## src/rtl/display_pkg.sv

```systemverilog
// Shared types, character codes and message constants
// for the blackjack seven-segment display controller.
package display_pkg;

  typedef enum logic [2:0] {
    S_RESET,
    S_DEAL,
    S_PLAYER,
    S_DEALER,
    S_RESULT_WIN,
    S_RESULT_LOSE,
    S_RESULT_TIE
  } gameState;

  typedef enum logic [1:0] {
    M_STATIC,
    M_SCROLL,
    M_BLINK
  } msg_mode_t;

  typedef logic [5:0] char_t;

  localparam logic [6:0] SEG_BLANK = 7'h7F;

  localparam char_t CHAR_0 = 6'h00;
  localparam char_t CHAR_1 = 6'h01;
  localparam char_t CHAR_2 = 6'h02;
  localparam char_t CHAR_3 = 6'h03;
  localparam char_t CHAR_4 = 6'h04;
  localparam char_t CHAR_5 = 6'h05;
  localparam char_t CHAR_6 = 6'h06;
  localparam char_t CHAR_7 = 6'h07;
  localparam char_t CHAR_8 = 6'h08;
  localparam char_t CHAR_9 = 6'h09;
  localparam char_t CHAR_A = 6'h0A;
  localparam char_t CHAR_B = 6'h0B;
  localparam char_t CHAR_C = 6'h0C;
  localparam char_t CHAR_D = 6'h0D;
  localparam char_t CHAR_E = 6'h0E;
  localparam char_t CHAR_F = 6'h0F;
  localparam char_t CHAR_G = 6'h10;
  localparam char_t CHAR_H = 6'h11;
  localparam char_t CHAR_I = 6'h12;
  localparam char_t CHAR_J = 6'h13;
  localparam char_t CHAR_K = 6'h14;
  localparam char_t CHAR_L = 6'h15;
  localparam char_t CHAR_M = 6'h16;
  localparam char_t CHAR_N = 6'h17;
  localparam char_t CHAR_O = 6'h18;
  localparam char_t CHAR_P = 6'h19;
  localparam char_t CHAR_Q = 6'h1A;
  localparam char_t CHAR_R = 6'h1B;
  localparam char_t CHAR_S = 6'h1C;
  localparam char_t CHAR_T = 6'h1D;
  localparam char_t CHAR_U = 6'h1E;
  localparam char_t CHAR_V = 6'h1F;
  localparam char_t CHAR_W = 6'h20;
  localparam char_t CHAR_X = 6'h21;
  localparam char_t CHAR_Y = 6'h22;
  localparam char_t CHAR_Z = 6'h23;
  localparam char_t CHAR_BLANK = 6'h3F;

  localparam int TITLE_LEN = 9;

  localparam char_t [0:TITLE_LEN-1] MSG_TITLE = {
    CHAR_B, CHAR_L, CHAR_A, CHAR_C, CHAR_K,
    CHAR_J, CHAR_A, CHAR_C, CHAR_K
  };

  // Right-justified four-character words; index 0 is the rightmost digit.
  localparam char_t [3:0] MSG_WIN =
    {CHAR_BLANK, CHAR_W, CHAR_I, CHAR_N};
  localparam char_t [3:0] MSG_LOSE =
    {CHAR_L, CHAR_O, CHAR_S, CHAR_E};
  localparam char_t [3:0] MSG_TIE =
    {CHAR_BLANK, CHAR_T, CHAR_I, CHAR_E};
  localparam char_t [3:0] MSG_PLAY =
    {CHAR_P, CHAR_L, CHAR_A, CHAR_Y};

  function automatic logic [6:0] sevenSegmentDecoder(input char_t c);
    logic [6:0] s;
    case (c)
      CHAR_0: s = 7'h40;
      CHAR_1: s = 7'h79;
      CHAR_2: s = 7'h24;
      CHAR_3: s = 7'h30;
      CHAR_4: s = 7'h19;
      CHAR_5: s = 7'h12;
      CHAR_6: s = 7'h02;
      CHAR_7: s = 7'h78;
      CHAR_8: s = 7'h00;
      CHAR_9: s = 7'h10;
      CHAR_A: s = 7'h08;
      CHAR_B: s = 7'h03;
      CHAR_C: s = 7'h46;
      CHAR_D: s = 7'h21;
      CHAR_E: s = 7'h06;
      CHAR_F: s = 7'h0E;
      CHAR_G: s = 7'h42;
      CHAR_H: s = 7'h09;
      CHAR_I: s = 7'h4F;
      CHAR_J: s = 7'h61;
      CHAR_K: s = 7'h0A;
      CHAR_L: s = 7'h47;
      CHAR_M: s = 7'h6A;
      CHAR_N: s = 7'h2B;
      CHAR_O: s = 7'h40;
      CHAR_P: s = 7'h0C;
      CHAR_Q: s = 7'h18;
      CHAR_R: s = 7'h2F;
      CHAR_S: s = 7'h12;
      CHAR_T: s = 7'h07;
      CHAR_U: s = 7'h41;
      CHAR_V: s = 7'h63;
      CHAR_W: s = 7'h55;
      CHAR_X: s = 7'h09;
      CHAR_Y: s = 7'h11;
      CHAR_Z: s = 7'h24;
      default: s = SEG_BLANK;
    endcase
    return s;
  endfunction

  function automatic char_t titleChar(input int r);
    if (r < TITLE_LEN) return MSG_TITLE[r];
    return CHAR_BLANK;
  endfunction

  function automatic longint pow10(input int n);
    longint p;
    p = 1;
    for (int i = 0; i < n; i++) p = p * 10;
    return p;
  endfunction

endpackage

```

## src/rtl/bin_to_bcd_seq.sv

```systemverilog
// Sequential double-dabble converter: one shift/add-3 step per
// cycle after start, done pulses once the last step has landed.
module bin_to_bcd_seq
  import display_pkg::*;
#(
  parameter int IN_W   = 5,
  parameter int DIGITS = 2
) (
  input  logic                  clk,
  input  logic                  reset,
  input  logic                  start,
  input  logic [IN_W-1:0]       value,
  output logic                  done,
  output logic [4*DIGITS-1:0]   bcd
);

  localparam int BCD_W = 4 * DIGITS;
  localparam int CNT_W = $clog2(IN_W + 1);

  logic [IN_W-1:0]       binSh;
  logic [BCD_W-1:0]      bcdSh;
  logic [BCD_W-1:0]      adj;
  logic [BCD_W+IN_W-1:0] shifted;
  logic [CNT_W-1:0]      cnt;
  logic                  running;
  logic                  doneQ;

  always_comb begin
    adj = bcdSh;
    for (int i = 0; i < DIGITS; i++) begin
      if (bcdSh[4*i +: 4] >= 4'd5)
        adj[4*i +: 4] = bcdSh[4*i +: 4] + 4'd3;
    end
    shifted = {adj, binSh} << 1;
  end

  always_ff @(posedge clk) begin
    if (reset) begin
      binSh   <= '0;
      bcdSh   <= '0;
      cnt     <= '0;
      running <= 1'b0;
      doneQ   <= 1'b0;
    end else begin
      doneQ <= 1'b0;
      if (start) begin
        binSh   <= value;
        bcdSh   <= '0;
        cnt     <= '0;
        running <= 1'b1;
      end else if (running) begin
        bcdSh <= shifted[BCD_W+IN_W-1:IN_W];
        binSh <= shifted[IN_W-1:0];
        cnt   <= cnt + 1'b1;
        if (cnt == CNT_W'(IN_W - 1)) begin
          running <= 1'b0;
          doneQ   <= 1'b1;
        end
      end
    end
  end

  assign done = doneQ;
  assign bcd  = bcdSh;

endmodule

```

## src/rtl/hex_display_controller.sv

```systemverilog
// Score BCD display with leading-zero blanking plus a scrolling /
// blinking message field for the blackjack board.
module hex_display_controller
  import display_pkg::*;
#(
  parameter int HAND_W       = 5,
  parameter int SCORE_DIGITS = 2,
  parameter int MSG_DIGITS   = 4,
  parameter int TICK_DIV     = 25000000
) (
  input  logic                      clk,
  input  logic                      reset,
  input  logic [HAND_W-1:0]         player_value,
  input  logic [HAND_W-1:0]         dealer_value,
  input  gameState                  game_state,
  output logic [7*SCORE_DIGITS-1:0] hex_player,
  output logic [7*SCORE_DIGITS-1:0] hex_dealer,
  output logic [7*MSG_DIGITS-1:0]   hex_msg,
  output logic                      busy
);

  localparam int BCD_W    = 4 * SCORE_DIGITS;
  localparam int RING_LEN = TITLE_LEN + MSG_DIGITS;
  localparam int IDX_W    = $clog2(RING_LEN);
  localparam int CNT_W    = (TICK_DIV > 1) ? $clog2(TICK_DIV) : 1;
  localparam longint MAX_HAND = (longint'(1) << HAND_W) - 1;

  if (pow10(SCORE_DIGITS) <= MAX_HAND) begin : gBadDigits
    $error("SCORE_DIGITS too small for HAND_W");
  end
  if (MSG_DIGITS < 4) begin : gBadMsg
    $error("MSG_DIGITS must be at least 4");
  end

  // ---------------- score path ----------------
  logic [HAND_W-1:0]         snapPlayer, snapDealer;
  logic                      snapValid, busyQ, start;
  logic                      pDone, dDone;
  logic [BCD_W-1:0]          pBcd, dBcd;
  logic [7*SCORE_DIGITS-1:0] hexPlayerQ, hexDealerQ;

  function automatic logic [7*SCORE_DIGITS-1:0] scoreSegs(
    input logic [BCD_W-1:0] b
  );
    logic [7*SCORE_DIGITS-1:0] s;
    logic [3:0]                nib;
    logic                      lead;
    lead = 1'b1;
    s = '0;
    for (int i = SCORE_DIGITS - 1; i >= 0; i--) begin
      nib = b[4*i +: 4];
      if (nib != 4'd0 || i == 0) lead = 1'b0;
      s[7*i +: 7] = lead ? SEG_BLANK : sevenSegmentDecoder({2'b00, nib});
    end
    return s;
  endfunction

  always_comb begin
    start = !busyQ && (!snapValid ||
            player_value != snapPlayer ||
            dealer_value != snapDealer);
  end

  bin_to_bcd_seq #(.IN_W(HAND_W), .DIGITS(SCORE_DIGITS)) uPlayer (
    .clk   (clk),
    .reset (reset),
    .start (start),
    .value (player_value),
    .done  (pDone),
    .bcd   (pBcd)
  );

  bin_to_bcd_seq #(.IN_W(HAND_W), .DIGITS(SCORE_DIGITS)) uDealer (
    .clk   (clk),
    .reset (reset),
    .start (start),
    .value (dealer_value),
    .done  (dDone),
    .bcd   (dBcd)
  );

  always_ff @(posedge clk) begin
    if (reset) begin
      snapPlayer <= '0;
      snapDealer <= '0;
      snapValid  <= 1'b0;
      busyQ      <= 1'b0;
      hexPlayerQ <= {SCORE_DIGITS{SEG_BLANK}};
      hexDealerQ <= {SCORE_DIGITS{SEG_BLANK}};
    end else if (start) begin
      snapPlayer <= player_value;
      snapDealer <= dealer_value;
      snapValid  <= 1'b1;
      busyQ      <= 1'b1;
    end else if (pDone && dDone) begin
      busyQ      <= 1'b0;
      hexPlayerQ <= scoreSegs(pBcd);
      hexDealerQ <= scoreSegs(dBcd);
    end
  end

  assign hex_player = hexPlayerQ;
  assign hex_dealer = hexDealerQ;
  assign busy       = busyQ;

  // ---------------- message path ----------------
  msg_mode_t                msgMode, modeNext;
  gameState                 lastState;
  logic [CNT_W-1:0]         tickCnt, cntNext;
  logic [IDX_W-1:0]         scrollIdx, idxNext;
  logic                     visible, visNext;
  logic                     tick, reentry;
  char_t [3:0]              blinkText;
  logic [7*MSG_DIGITS-1:0]  hexMsgQ, msgNext;

  always_comb begin
    modeNext = M_STATIC;
    unique case (1'b1)
      (game_state == S_RESET):       modeNext = M_SCROLL;
      (game_state == S_RESULT_WIN),
      (game_state == S_RESULT_LOSE),
      (game_state == S_RESULT_TIE):  modeNext = M_BLINK;
      default:                       modeNext = M_STATIC;
    endcase
  end

  // A hop between two result states restarts the blink as well.
  always_comb begin
    reentry = (modeNext != msgMode) ||
              (modeNext == M_BLINK && game_state != lastState);
    tick    = 1'b0;
    cntNext = tickCnt;
    idxNext = scrollIdx;
    visNext = visible;
    if (reentry) begin
      cntNext = '0;
      idxNext = '0;
      visNext = 1'b1;
    end else begin
      tick    = (tickCnt == CNT_W'(TICK_DIV - 1));
      cntNext = tick ? '0 : tickCnt + 1'b1;
      if (tick) begin
        idxNext = (scrollIdx == IDX_W'(RING_LEN - 1)) ?
                  '0 : scrollIdx + 1'b1;
        visNext = !visible;
      end
    end
  end

  always_comb begin
    int    r;
    char_t ch;
    unique case (game_state)
      S_RESULT_WIN:  blinkText = MSG_WIN;
      S_RESULT_LOSE: blinkText = MSG_LOSE;
      default:       blinkText = MSG_TIE;
    endcase
    msgNext = '0;
    for (int d = 0; d < MSG_DIGITS; d++) begin
      ch = CHAR_BLANK;
      r  = 0;
      case (modeNext)
        M_SCROLL: begin
          r = int'(idxNext) + (MSG_DIGITS - 1 - d);
          if (r >= RING_LEN) r = r - RING_LEN;
          ch = titleChar(r);
        end
        M_BLINK: begin
          if (visNext && d < 4) ch = blinkText[d];
        end
        default: begin
          if (d < 4) ch = MSG_PLAY[d];
        end
      endcase
      msgNext[7*d +: 7] = sevenSegmentDecoder(ch);
    end
  end

  always_ff @(posedge clk) begin
    if (reset) begin
      msgMode   <= M_STATIC;
      lastState <= S_RESET;
      tickCnt   <= '0;
      scrollIdx <= '0;
      visible   <= 1'b1;
      hexMsgQ   <= {MSG_DIGITS{SEG_BLANK}};
    end else begin
      msgMode   <= modeNext;
      lastState <= game_state;
      tickCnt   <= cntNext;
      scrollIdx <= idxNext;
      visible   <= visNext;
      hexMsgQ   <= msgNext;
    end
  end

  assign hex_msg = hexMsgQ;

endmodule

```

## config.mk

```make
export PLATFORM = sky130hd
export DESIGN_NAME = hex_display_controller
export DESIGN_NICKNAME = d
export VERILOG_FILES = /design/src/rtl/display_pkg.sv /design/src/rtl/bin_to_bcd_seq.sv /design/src/rtl/hex_display_controller.sv
export SDC_FILE = /design/constraint.sdc
export NUM_CORES = 1
export LEC_CHECK = 0
export BUFFER_PORTS_ARGS = -buffer_cell sky130_fd_sc_hd__clkbuf_2
export CAP_MARGIN = 20
export CORE_ASPECT_RATIO = 0.9
export CORE_MARGIN = 1
export CORE_UTILIZATION = 40
export CTS_CLUSTER_SIZE = 12
export DETAILED_ROUTE_END_ITERATION = 8
export HOLD_SLACK_MARGIN = 0.05
export MAX_ROUTING_LAYER = met4
export SLEW_MARGIN = 5
export SYNTH_ARGS = -nofsm -noshare
export SYNTH_HDL_FRONTEND = slang
export SYNTH_SLANG_ARGS = --single-unit
```

## constraint.sdc

```tcl
create_clock -name clk -period 7 [get_ports clk]
set_input_delay 0.7 -clock clk [delete_from_list [all_inputs] [get_ports clk]]
set_output_delay 0.7 -clock clk [all_outputs]
set_load 0.1 [all_outputs]
```

==> Word level (Yosys, flattened, before mapping) <==
Memory sizes are Yosys's and may differ from the RTL's. A register that Yosys moved wholly into a read port is not among the register bits.
Index checks and enable logic that the tools add are counted.
{ "classes": {"add_sub_neg": 15, "order_cmp": 16, "n_eq_ne": 13, "muxes": 83, "n_bitwise": 7, "reduce_logical": 21} }
{ "op_table": {"columns": ["cell", "n"], "rows": [
  ["32-bit two-way mux", 8],
  ["32-bit by 5-bit greater-or-equal comparator with 1-bit output (second input constant)", 4],
  ["32-bit by 5-bit less-than comparator with 1-bit output (second input constant)", 4],
  ["32-bit NOT", 4],
  ["6-bit two-way mux", 20],
  ["24-bit case mux with 2 select lines", 1],
  ["6-bit case mux with 2 select lines", 4],
  ["4-bit two-way mux", 9],
  ["1-bit two-way mux", 30],
  ["7-bit two-way mux", 4],
  ["25-bit by 1-bit adder with 25-bit output (second input constant)", 1],
  ["25-bit equality test (second input constant)", 1],
  ["5-bit two-way mux", 4],
  ["5-bit by 4-bit subtractor with 6-bit output (second input constant)", 3],
  ["4-bit by 3-bit greater-or-equal comparator with 1-bit output (second input constant)", 4],
  ["3-bit equality test (second input constant)", 5],
  ["5-bit by 4-bit greater-or-equal comparator with 1-bit output (second input constant)", 3],
  ["3-bit OR reduction", 4],
  ["4-bit by 2-bit adder with 5-bit output (second input constant)", 2],
  ["5-bit != test", 2],
  ["4-bit by 2-bit adder with 4-bit output (second input constant)", 2],
  ["4-bit nonzero test", 2],
  ["3-bit by 1-bit adder with 3-bit output (second input constant)", 2],
  ["3-bit by 2-bit adder with 3-bit output (second input constant)", 2],
  ["other kinds (19)", 30]
]} }
{ "word_totals": {"reg_bits": 111, "rom_bits": 2624, "input_bits": 15, "output_inout_bits": 57, "word_cells": 188, "n_memories": 12} }
{ "mem_list": {"columns": ["memory", "depth", "width", "read_ports", "rd_ports_with_merged_regs", "wr", "line", "rtl"], "rows": [
  ["(name not given)", 64, 7, 1, 1, 0, "display_pkg.sv:82", "case (c)"],
  ["(name not given)", 64, 7, 1, 1, 0, "display_pkg.sv:82", null],
  ["(name not given)", 64, 7, 1, 1, 0, "display_pkg.sv:82", null],
  ["(name not given)", 64, 7, 1, 1, 0, "display_pkg.sv:82", null],
  ["(name not given)", 16, 7, 1, 1, 0, "display_pkg.sv:82", null],
  ["(name not given)", 16, 7, 1, 1, 0, "display_pkg.sv:82", null],
  ["6 more memories", null, null, null, null, null, null, null]
]} }

==> Depth between registers and ports, before layout <==
{ "logic_depth": {"word_depth": 18, "ltp_mapped": 32} }

==> Modules after synthesis <==
From an unflattened synthesis, not the netlist that was laid out.
{ "unflattened": {"hier_cells": 1368, "area_unflattened_um2": 11100.6} }
{ "by_module_without_submodules": {"columns": ["mod", "instances", "cells_each", "area_each_um2"], "rows": [
  ["hex_display_controller", 1, 1152, 9183.8],
  ["bin_to_bcd_seq", 2, 108, 958.4]
]} }

==> Worst setup path after synthesis <==
No wires, ideal clock.
{ "synth_path": {"path_type": "input-to-reg", "startpoint": "in game_state[0]", "endpoint": "reg hexMsgQ[8], in the netlist hex_msg[8]", "arrival_ns": 6.985, "t_required_ns": 6.866, "slack_ns": -0.119, "stages": 30, "path_buffers": 2, "path_cell_list": "clkbuf_1 nor3_1 inv_1 ha_1 mux2i_1 o32ai_1 o221ai_1 inv_1 clkbuf_1 ha_1 ha_1 inv_1 nor2_1 a21boi_0 a211oi_1 o22ai_1 inv_1 ha_1 nor3b_1 a41oi_1 o211ai_1 a311oi_1 nand3_1 nand4_1 inv_1 ha_1 or2_2 or2_2 a21oi_1 a211oi_1"} }
{ "synth_via": {"elab_chain_len": 18, "elab_cells_between_ends": 31, "classes_between": "2 x add/sub; 2 x order compare; 7 x eq/ne; 14 x mux; 1 x bitwise; 4 x reduce/logical; 1 x memory"} }
{ "synth_rtl": {"columns": ["element", "line", "rtl"], "rows": [
  ["from (decl)", "hex_display_controller.sv:15", "input gameState game_state,"],
  ["3-bit equality test, on equally long branches", "hex_display_controller.sv:120, hex_display_controller.sv:121, hex_display_controller.sv:122", null],
  ["3-bit OR reduction", "hex_display_controller.sv:118", "unique case (1'b1)"],
  ["2-bit case mux with 2 select lines", "hex_display_controller.sv:118", null],
  ["2-bit equality test", "hex_display_controller.sv:130", "(modeNext == M_BLINK && game_state != lastState);"],
  ["1-bit logical AND", "hex_display_controller.sv:130", null],
  ["1-bit logical OR (*)", "hex_display_controller.sv:129", "reentry = (modeNext != msgMode) ||"],
  ["4-bit two-way mux (*)", "hex_display_controller.sv:135", "if (reentry) begin"],
  ["via idxNext[1]", "hex_display_controller.sv:110", "logic [IDX_W-1:0] scrollIdx, idxNext;"],
  ["4-bit by 2-bit adder with 5-bit output (*)", "hex_display_controller.sv:164", "r = int'(idxNext) + (MSG_DIGITS - 1 - d);"],
  ["5-bit by 4-bit subtractor with 6-bit output or 5-bit by 4-bit greater-or-equal comparator with 1-bit output (tied branches)", "hex_display_controller.sv:165", "if (r >= RING_LEN) r = r - RING_LEN;"],
  ["32-bit two-way mux (*)", "hex_display_controller.sv:165", null],
  ["32-bit two-way mux (*)", "hex_display_controller.sv:162", "case (modeNext)"],
  ["branches (longest 5 deep; another with 32-bit by 5-bit less-than comparator with 1-bit output)", null, null],
  ["6-bit two-way mux (*)", "display_pkg.sv:126", "return CHAR_BLANK;"],
  ["6-bit case mux with 2 select lines (*)", "hex_display_controller.sv:162", null],
  ["to (decl)", "hex_display_controller.sv:114", "logic [7*MSG_DIGITS-1:0] hexMsgQ, msgNext;"]
]} }
Mark *: on every way through the listed nets, which the timed path passes. The select of a mux whose other input is x is not followed.
A chain may end at the register's enable or synchronous reset.

==> Worst setup path in the final report <==
{ "layout_path": {"startpoint": "reg tickCnt[15]", "endpoint": "reg hexMsgQ[16], in the netlist hex_msg[16]"} }
{ "layout_via": {"elab_chain_len": 14, "elab_cells_between_ends": 21, "classes_between": "2 x add/sub; 2 x order compare; 1 x eq/ne; 14 x mux; 1 x bitwise; 1 x memory"} }
{ "layout_rtl": {"columns": ["element", "line", "rtl"], "rows": [
  ["from (decl)", "hex_display_controller.sv:109", "logic [CNT_W-1:0] tickCnt, cntNext;"],
  ["from (signal assigned)", "hex_display_controller.sv:190", "tickCnt <= cntNext;"],
  ["25-bit equality test (*)", "hex_display_controller.sv:140", "tick = (tickCnt == CNT_W'(TICK_DIV - 1));"],
  ["branches (longest 12 deep; another with 32-bit by 5-bit less-than comparator with 1-bit output)", null, null],
  ["6-bit case mux with 2 select lines (*)", "hex_display_controller.sv:162", null]
]} }
Every way passes the cells marked *. The select of a mux whose other input is x is not followed.

==> results.sh <==
export IMPL_final_common_cell="nor2_1"
export IMPL_final_setup_tns_ns=0
export IMPL_die_h_um=156.5
export IMPL_start_util_pct=40.69
export IMPL_clock_root_buffer="clkbuf_16"
export IMPL_finClkSkew_ns=0.01769
export IMPL_path_cells="or4b_1 -> or3_1 -> o311ai_0 -> buf_4 -> o211a_1 -> ha_1 -> inv_1 -> nor2_1 -> o21ai_0 -> a21oi_1 -> o31a_1 -> a31oi_1 -> a2111oi_0 -> or2_2 -> inv_1 -> ha_1 -> o21a_1 -> nor3_2 -> o21ba_2 -> or2_1 -> nand2_1 -> o311ai_0 -> a211o_1"
export IMPL_die_x_um=173.6
export IMPL_nets=1463
export IMPL_grt_pass1_vias=8583
export IMPL_min_delay_path_class="register to register"
export IMPL_final_cell_mix="nor2_1, dfxtp_1, nand2_1"
export IMPL_r2r_end="hex_msg[16]"
export IMPL_cts_buffers_inserted=17
export IMPL_ir_drop_v=0.0001254
export IMPL_wirelength_um=27190
export IMPL_synth_seq_cells=153
export IMPL_rows=56
export IMPL_period_share_pct=93.96
export IMPL_path_class="register to register"
export IMPL_synth_flop_cell="dfxtp_1"
export IMPL_holdPathStages=1
export IMPL_vias_per_cell=5.566
export IMPL_gr_total_overflow=0
export IMPL_setup_viol=0
export IMPL_cts_hold_buf=0
export IMPL_rrSetupSlack_ns=0.42
export IMPL_max_slew_margin_rel_pct=25.64
export IMPL_crit_fanout=10
export IMPL_htree_levels=4
export IMPL_grt_pass1_wl_um=44740
export IMPL_crit_arrival_ns=6.95
export IMPL_r2r_cells=23
export IMPL_synth_async_reset_ratio_pct=0
export IMPL_start_kind="register"
export IMPL_yosysWarningCount=0
export IMPL_r2r_start="tickCnt[15]"
export IMPL_vias=9601
export IMPL_status="completed"
export IMPL_finalCriticalPeriod_ns=6.577
export IMPL_final_area_um2=12010
export IMPL_yosysUniqueCellTypes=95
export IMPL_dp_hpwl_um=19730
export IMPL_gp_congestion=0.9372
export IMPL_num_antenna_cells=0
export IMPL_clock_fmax_mhz=152.0
export IMPL_crit_slowest_cell="or4b_1"
export IMPL_ioPinCount=72
export IMPL_synth_cells=1310
export IMPL_worst_pin_slew_ns=1.103
export IMPL_drv_cap=0
export IMPL_core_area_um2=26070
export IMPL_avgSynthCellArea_um2=8.097
export IMPL_syn_num_nets=1409
export IMPL_rsz0062_at_grt="no"
export IMPL_power_leakage_uw=0.004786
export IMPL_pre_cts_slack_ns=0.2150
export IMPL_grtUsageTotal_pct=20.65
export IMPL_drc=0
export IMPL_setup_slack_ns=0.4226
export IMPL_finalHoldViolations=0
export IMPL_power_density_nw_per_um2=193.3
export IMPL_placed_area_um2=11370
export IMPL_ys_seq_area_share_pct=28.88
export IMPL_port_buffers=71
export IMPL_clock_latency_ns=0.43
export IMPL_cts_tree="built"
export IMPL_cts_path_max_buffers=2
export IMPL_ant_nets=0
export IMPL_cts_clk_slew_worst_paths_ns=0.08
export IMPL_synth_edf_count=0
export IMPL_drive_above_1_share_pct=13.58
export IMPL_dr_pass1_iters=5
export IMPL_grt_max_degree=52
export IMPL_slew_viol_final=0
export IMPL_antenna_found_initial=0
export IMPL_synth_area_um2=10610
export IMPL_numClockSinks=153
export IMPL_worstPathRequired_ns=7.37
export IMPL_drt_initial_drc_count=859
export IMPL_dieArea_um2=27170
export IMPL_slowest_delay_ns=0.60
export IMPL_area_delta_synth_final_pct=13.25
export IMPL_hold_end="hex_player[10]"
export IMPL_post_drt_wl_per_cell_um=15.76
export IMPL_end_kind="register"
[state kept, by name, indices dropped and copies added, names as in the netlist, 4 cells and up, named ones only]
register,count
hex_dealer,14
hex_player,14
tickCnt,25
hex_msg,28
snapDealer,5
uPlayer.bcd,8
uPlayer.binSh,5
snapPlayer,5
scrollIdx,4
uDealer.bcd,8
uDealer.binSh,5
[where the power goes]
group / switching, uW / internal (uW)
Clock: 469 / 490
Combinational: 320 / 119
Sequential: 19.8 / 903
[worst max-delay path: cells and delay by family, from the launching register on]
| family | cells | cell delay, ns |
|---|---|---|
| AOI/OAI and AO/OA | 11 | 2.90 |
| adders and majority gates | 2 | 0.47 |
| buffers and inverters | 3 | 0.45 |
| DFF | 1 | 0.35 |
| and+or+nand+nor | 7 | 2.35 |
[cell families after synthesis]
family                   Yosys count  share of synthesized area [%]
XOR/XNOR                          53                          4.377
adder cells (fa/ha/maj)           84                          9.909
AND/OR/NAND/NOR                  452                          20.64
flip-flops                       153                          28.88
multiplexers                      74                          7.479
AO/OA/AOI/OAI                    355                          23.40
buffers and inverters            139                          5.308
[repair_timing]
action	4_1_cts	5_1_grt
setup endpoints to repair	0	2
resized for setup	0	1
buffers inserted	0	0
[how the worst max path moves through the flow]
stage / startpoint / endpoint / slack, ns / cells past startpoint
floorplan: game_state[0] / hex_msg[8] / 0.13 / 31
global placement: game_state[0] / hex_msg[24] / 0.48 / 23
detailed placement: game_state[0] / hex_msg[14] / 0.22 / 31
CTS: tickCnt[15] / hex_msg[14] / 0.36 / 27
global route: tickCnt[15] / hex_msg[16] / 0.03 / 23
finish: tickCnt[15] / hex_msg[16] / 0.42 / 23
[layout make-up]
| type | instances | area, um^2 |
|---|---|---|
| clock inverter | 15 | 198.9 |
| multi-input combinational | 1018 | 7007 |
| sequential | 153 | 3063 |
| fill | 2619 | 14050 |
| inverter | 68 | 256.5 |
| tap | 348 | 435.4 |
| timing repair buffer | 106 | 625.6 |
| clock buffer | 17 | 425.4 |
[synth_stat cells (19+ instances only)]
master / instances / share of area (%)
a21oi_1: 83 / 3.9
a31oi_1: 19 / 1.1
clkbuf_1: 46 / 1.6
dfxtp_1: 153 / 29
ha_1: 84 / 9.9
inv_1: 66 / 2.3
mux2i_1: 62 / 5.9
nand2_1: 95 / 3.4
nand3_1: 45 / 2.1
nor2_1: 162 / 5.7
nor3_1: 29 / 1.4
o211ai_1: 26 / 1.8
o21ai_0: 49 / 2.3
xnor2_1: 28 / 2.3
xor2_1: 25 / 2.1
[routing by layer]
layer / vias up / global-route usage [%] / share of wire (%)
li1: 4881 / - / -
met3: 26 / 3.620 / 5.3
met1: 4437 / 30.50 / 53
met5: - / - / 0
met4: 0 / 4.511 / 1.1
met2: 257 / 28.80 / 41
[per-stage QoR]
stage               power [uW]  util (%)  cells  hold slack, ns
CTS                       2351     46.00   1724          0.4420
global placement          1377     43.61   1692          0.4165
finish                    2321     46.08   1725          0.4378
global route              2424     46.08   1725          0.4637
detailed placement        1378     43.61   1692          0.4224
floorplan                 1289         -   1310          0.4132
No activity file was read; power rests on OpenSTA's default activity.
